`src/rtl/write_back_stage_pkg.sv`:
```
// Shared definitions for the Y86 write-back stage: status codes, register ids,
// FSM state encoding and default widths.
package write_back_stage_pkg;

  localparam int DATA_WID_DEF   = 64;
  localparam int REG_ID_WID_DEF = 4;
  localparam int NUM_REGS_DEF   = 15;
  localparam int CNT_WID_DEF    = 32;

  // Processor status codes carried down the pipeline.
  typedef enum logic [3:0] {
    SAOK = 4'h1,
    SHLT = 4'h2,
    SADR = 4'h3,
    SINS = 4'h4
  } stat_t;

  // Register identifier meaning "no register".
  localparam logic [3:0] RNONE = 4'hF;

  // Architectural register ids.
  localparam logic [3:0] RRAX = 4'h0;
  localparam logic [3:0] RRCX = 4'h1;
  localparam logic [3:0] RRDX = 4'h2;
  localparam logic [3:0] RRBX = 4'h3;
  localparam logic [3:0] RRSP = 4'h4;
  localparam logic [3:0] RRBP = 4'h5;
  localparam logic [3:0] RRSI = 4'h6;
  localparam logic [3:0] RRDI = 4'h7;
  localparam logic [3:0] R8   = 4'h8;
  localparam logic [3:0] R9   = 4'h9;
  localparam logic [3:0] R10  = 4'hA;
  localparam logic [3:0] R11  = 4'hB;
  localparam logic [3:0] R12  = 4'hC;
  localparam logic [3:0] R13  = 4'hD;
  localparam logic [3:0] R14  = 4'hE;

  // Run / halt / fault state of the processor.
  typedef enum logic [1:0] {
    WB_RUN    = 2'd0,
    WB_HALTED = 2'd1,
    WB_FAULT  = 2'd2
  } wb_state_t;

  // Status recorded on a faulting instruction: ADR is kept, anything
  // else that is neither AOK nor HLT is reported as an invalid instruction.
  function automatic logic [3:0] fault_code(input logic [3:0] stat);
    return (stat == SADR) ? SADR : SINS;
  endfunction

endpackage

```
`src/rtl/write_back_stage_reg_file.sv`:
```
// Architectural register file: two write ports (M port wins on a shared
// destination) and two combinational read ports with write-through bypass.
// Knows nothing about processor state; callers gate the write enables.
module reg_file
  import write_back_stage_pkg::*;
#(
  parameter int DATA_WID   = DATA_WID_DEF,
  parameter int REG_ID_WID = REG_ID_WID_DEF,
  parameter int NUM_REGS   = NUM_REGS_DEF
) (
  input  logic                  CLK,
  input  logic                  RST_N,
  input  logic                  we_e,
  input  logic [REG_ID_WID-1:0] dst_e,
  input  logic [DATA_WID-1:0]   val_e,
  input  logic                  we_m,
  input  logic [REG_ID_WID-1:0] dst_m,
  input  logic [DATA_WID-1:0]   val_m,
  input  logic [REG_ID_WID-1:0] src_a,
  input  logic [REG_ID_WID-1:0] src_b,
  output logic [DATA_WID-1:0]   val_a,
  output logic [DATA_WID-1:0]   val_b
);

  // Highest valid id; anything above it (RNONE) reads as zero and is never written.
  localparam logic [REG_ID_WID-1:0] LAST_ID = REG_ID_WID'(NUM_REGS - 1);

  logic [DATA_WID-1:0] regs [NUM_REGS];

  // Read one port: zero for out-of-range ids, else bypass the in-flight
  // write (M before E), else the stored value.
  function automatic logic [DATA_WID-1:0] read_port(input logic [REG_ID_WID-1:0] src);
    logic [DATA_WID-1:0] data;
    data = '0;
    if (src <= LAST_ID) begin
      if (we_m && dst_m == src)      data = val_m;
      else if (we_e && dst_e == src) data = val_e;
      else                           data = regs[src];
    end
    return data;
  endfunction

  // Storage update: clear everything on reset, otherwise commit enabled writes.
  // NOTE: the storage is reset on purpose because software may read any register after reset and must see 0.
  always_ff @(posedge CLK) begin
    if (!RST_N) begin
      for (int i = 0; i < NUM_REGS; i++) regs[i] <= '0;
    end else begin
      for (int i = 0; i < NUM_REGS; i++) begin
        // NOTE: non-blocking assignments so every register sees pre-edge values, independent of statement order.
        if (we_m && dst_m == REG_ID_WID'(i))      regs[i] <= val_m;
        else if (we_e && dst_e == REG_ID_WID'(i)) regs[i] <= val_e;
      end
    end
  end

  // Combinational read ports.
  // NOTE: each output is assigned on every path through the block, so no latch is inferred.
  always_comb begin
    val_a = read_port(src_a);
    val_b = read_port(src_b);
  end

endmodule

```
`src/rtl/write_back_stage.sv`:
```
// Y86 write-back stage: commits valE/valM into the register file, tracks the
// run/halt/fault state and counts retired instructions.
module write_back_stage
  import write_back_stage_pkg::*;
#(
  parameter int DATA_WID   = DATA_WID_DEF,
  parameter int REG_ID_WID = REG_ID_WID_DEF,
  parameter int NUM_REGS   = NUM_REGS_DEF,
  parameter int CNT_WID    = CNT_WID_DEF
) (
  input  logic                  CLK,
  input  logic                  RST_N,
  input  logic                  wb_valid,
  input  logic [3:0]            icode,
  input  logic [3:0]            stat_in,
  input  logic [REG_ID_WID-1:0] dstE,
  input  logic [REG_ID_WID-1:0] dstM,
  input  logic [DATA_WID-1:0]   valE,
  input  logic [DATA_WID-1:0]   valM,
  input  logic [REG_ID_WID-1:0] srcA,
  input  logic [REG_ID_WID-1:0] srcB,
  output logic [DATA_WID-1:0]   valA_out,
  output logic [DATA_WID-1:0]   valB_out,
  output logic [3:0]            cpu_stat,
  output logic                  halted,
  output logic [CNT_WID-1:0]    retired_cnt
);

  localparam logic [REG_ID_WID-1:0] REG_NONE = '1;

  wb_state_t state;
  logic      run;
  logic      commit;
  logic      we_e;
  logic      we_m;

  // icode is carried for visibility only; commit decisions never look at it.
  logic unused_icode;
  assign unused_icode = ^icode;

  // Writes (and the bypass that mirrors them) happen only for a valid AOK
  // instruction while the processor is running.
  assign run    = (state == WB_RUN);
  assign commit = run && wb_valid && (stat_in == SAOK);
  assign we_e   = commit && (dstE != REG_NONE);
  assign we_m   = commit && (dstM != REG_NONE);

  reg_file #(
    .DATA_WID   (DATA_WID),
    .REG_ID_WID (REG_ID_WID),
    .NUM_REGS   (NUM_REGS)
  ) u_reg_file (
    .CLK   (CLK),
    .RST_N (RST_N),
    .we_e  (we_e),
    .dst_e (dstE),
    .val_e (valE),
    .we_m  (we_m),
    .dst_m (dstM),
    .val_m (valM),
    .src_a (srcA),
    .src_b (srcB),
    .val_a (valA_out),
    .val_b (valB_out)
  );

  // Processor state machine with registered status, halted flag and retire counter.
  always_ff @(posedge CLK) begin
    if (!RST_N) begin
      state       <= WB_RUN;
      cpu_stat    <= SAOK;
      halted      <= 1'b0;
      retired_cnt <= '0;
    end else if (run && wb_valid) begin
      if (stat_in == SAOK) begin
        retired_cnt <= retired_cnt + CNT_WID'(1);
      end else if (stat_in == SHLT) begin
        // halt itself retires, then everything freezes
        retired_cnt <= retired_cnt + CNT_WID'(1);
        cpu_stat    <= SHLT;
        state       <= WB_HALTED;
        halted      <= 1'b1;
      end else begin
        cpu_stat <= fault_code(stat_in);
        state    <= WB_FAULT;
        halted   <= 1'b1;
      end
    end
  end

endmodule
```
`config.mk`:
```
export PLATFORM = sky130hd
export DESIGN_NAME = write_back_stage
export DESIGN_NICKNAME = d
export VERILOG_FILES = /design/src/rtl/write_back_stage_pkg.sv /design/src/rtl/write_back_stage_reg_file.sv /design/src/rtl/write_back_stage.sv
export SDC_FILE = /design/constraint.sdc
export NUM_CORES = 2
export LEC_CHECK = 0
export CAP_MARGIN = 20
export CELL_PAD_IN_SITES_DETAIL_PLACEMENT = 1
export CELL_PAD_IN_SITES_GLOBAL_PLACEMENT = 2
export CORE_MARGIN = 3
export CORE_UTILIZATION = 49
export DETAILED_ROUTE_END_ITERATION = 12
export DONT_BUFFER_PORTS = 1
export PLACE_DENSITY = 0.87
export SYNTH_ARGS = -nofsm -noshare
export SYNTH_HDL_FRONTEND = slang
export SYNTH_SLANG_ARGS = --single-unit
```
`constraint.sdc`:
```
create_clock -name CLK -period 13 [get_ports CLK]
set_clock_uncertainty 0.1 [all_clocks]
set_input_delay 1.95 -clock CLK [delete_from_list [all_inputs] [get_ports CLK]]
set_output_delay 1.95 -clock CLK [all_outputs]
set_load 0.1 [all_outputs]
```
==> flow_summary.toml <==
[clock_network]
clock_latency_of_the_later_clocked_register_in_the_worst_skew_pair_ns = 0.74
cts_made_buffers = 109
clock_tree_from_tritoncts = "done"
post-cts-setup-buffers = 0
cts-hold-fix-buffers = 0
cts.htree.levels = 3
cts.reportedPaths.clkPinSlew_ns = 0.06
tritoncts_num_sinks = 998
clock_tree.root_cell = "sky130_fd_sc_hd__clkbuf_16"
clock_path_buffers = 3
postCtsResizedCells = 0

[cells_and_area]
post_route_cells_drive_above_1_share_pct = 21.9
synthToLayoutAreaGrowth_pct = 9.88
final_common_cell = "sky130_fd_sc_hd__edfxtp_1"
layout.cells.most_common_list = "sky130_fd_sc_hd__edfxtp_1 (960), sky130_fd_sc_hd__a22o_1 (576), sky130_fd_sc_hd__mux2i_1 (385)"
fin_nets = 4618

[outcome]
run_status = "finished, final reports clean"

[floorplan]
rows = 128
core-area_mm2 = 0.122
area_of_the_die_mm2 = 0.127
pin_count = 320
fp.dieH_um = 357
floorplan.initialDensity_pct = 49.5
die_width_um = 357

[sta]
achievable-frequency_mhz = 121
rsz_0062_raised_after_global_routing = "false"
timing.max_slew.rel_slack_pct = 14.7
worstMarginPinSlew_ns = 1.27
final_period_minus_worst_setup_slack_ns = 8.29
fin_setup_tns_ns = 0
fin_hold_ws_ns = 0.431
final_hold_viol_count = 0
report.final.setup_viol = 0
period_share_pct = 63.8
timing_max_transition_violations_final = 0

[logic_synthesis]
post_synth_arst_share_pct = 0
synthTopCellsByArea = "sky130_fd_sc_hd__edfxtp_1 (48%), sky130_fd_sc_hd__mux4_2 (11%), sky130_fd_sc_hd__a22o_1 (8.4%)"
mappedNetlistNets = 5045
synth.distinct_cells = 64
portion_of_the_post_synthesis_area_used_by_sequential_elements_pct = 49.0
synth.top_cell.area_share_pct = 47.8
synthFlopType = "sky130_fd_sc_hd__edfxtp_1"
avgSynthCellArea_um2 = 12.3
synth_enable_flop_cells = 960
synth.largest_area_cell = "sky130_fd_sc_hd__edfxtp_1"
netlist_area_mm2 = 0.0604
yosysWarningCount = 0
ys_ff_latch = 998
synthesis.instances = 4889

[grt]
grt_first_pass_wirelength_um = 360000
vias_in_the_first_global_route = 50100
globalRoute.totalOverflow = 0
gr-usage-all-layers_pct = 39.3
grt_max_degree = 321
grt_antenna_before_repair = 8

[placement]
place.gp.congestion = 0.864
detailedPlacementHpwl_um = 137000
placement.io_buffers = 0

[route]
via_count = 48400
dr.first_iter.drc_count = 7314
wire_per_inst_um = 41.3
detail_route.first_pass.iterations = 6
wl_final_um = 255000
antenna_violating_nets_post_route = 0
detail_route.vias_per_cell = 7.84
route.detailed.drc = 0

[setup_path]
critical_path_class = "primary input to primary output"
worstPathRequired_ns = 10.95
cp_max_fo = 65
critPathArrivalTime_ns = 6.24
worstSetupStartpointType = "primary input"
reg2reg_slack_ns = 7.46
worst_setup_ep_type = "primary output"

[job]
maxCapViolations = 0

[pwr]
finalPower_mw = 8.30
power.density_mw_per_mm2 = 125
power.ir.vdd_worst_uv = 113
cellLeakagePower_nw = 22.5

[min_path]
min_path_type = "register to register"
==> through the flow <==
step / cells / setup WS [ns] / utilization [%] / area, um2
floorplan: 4889 / 4.96 / - / 60400
global placement: 5967 / 4.90 / 51.2 / 62500
detailed placement: 5973 / 4.81 / 51.4 / 62700
CTS: 6177 / 4.79 / 54.3 / 66300
global route: 6180 / 4.66 / 54.4 / 66300
finish: 6182 / 4.71 / 54.4 / 66300
==> layer usage <==
layer | GRT usage [%] | share of wire (%)
met4 | 23.6 | 7.1
met2 | 60.3 | 44
met5 | 0.0377 | 0.0051
met3 | 12.3 | 15
met1 | 48.9 | 34
==> synth_stat cells, types with 128 or more instances <==
| cell | count |
|---|---|
| sky130_fd_sc_hd__o21ai_0 | 144 |
| sky130_fd_sc_hd__a22oi_1 | 157 |
| sky130_fd_sc_hd__a22o_1 | 576 |
| sky130_fd_sc_hd__edfxtp_1 | 960 |
| sky130_fd_sc_hd__nor2_1 | 302 |
| sky130_fd_sc_hd__a21oi_1 | 130 |
| sky130_fd_sc_hd__clkbuf_1 | 388 |
| sky130_fd_sc_hd__mux4_2 | 307 |
| sky130_fd_sc_hd__nand2_1 | 343 |
| sky130_fd_sc_hd__mux2i_1 | 385 |
| sky130_fd_sc_hd__mux2_2 | 128 |
| sky130_fd_sc_hd__buf_2 | 140 |
==> sequential cells by signal, indices dropped and copies added (netlist names) <==
signal and count:
retired_cnt 32, halted 1, cpu_stat 3, state 2, u_reg_file.regs 960
==> worst max-delay path, stage by stage <==
cell and delay (ns):
sky130_fd_sc_hd__nor3b_2 0.79, sky130_fd_sc_hd__nand2_2 0.44, sky130_fd_sc_hd__or4_4 1.04, sky130_fd_sc_hd__buf_4 0.59, sky130_fd_sc_hd__and3_1 0.43, sky130_fd_sc_hd__o31ai_4 0.94
==> final timing paths <==
path,end,depth (start not counted),from
min,state[0],1,state[0]
max reg2reg,u_reg_file.regs[1][28],6,state[1]
min reg2reg,state[0],1,state[0]
max,valA_out[9],6,wb_valid
==> kinds of logic after synthesis <==
logic type | share of synthesized area, %
other cells | 0.00621
simple gates | 7.58
buf+inv | 4.66
xor+xnor | 0.537
mux | 21.0
flops | 49.0
compound gates | 17.1
fa+ha+maj | 0.0207
==> power by group <==
part,internal [mW],switching [mW]
logic,0.420,0.877
registers,3.70,0.0977
clock network,1.85,1.36
total,5.96,2.34
==> final cells by class <==
cell class / count / area (um2)
antenna: 2 / 5.00
clock buffer: 143 / 2980
clock inverter: 61 / 623
fill: 11900 / 55700
inverter: 9 / 38.8
multi-input combinational: 3214 / 29900
sequential: 998 / 29600
tap: 1625 / 2030
timing repair buffer: 130 / 1120
No activity file was read; power rests on OpenSTA's default activity.
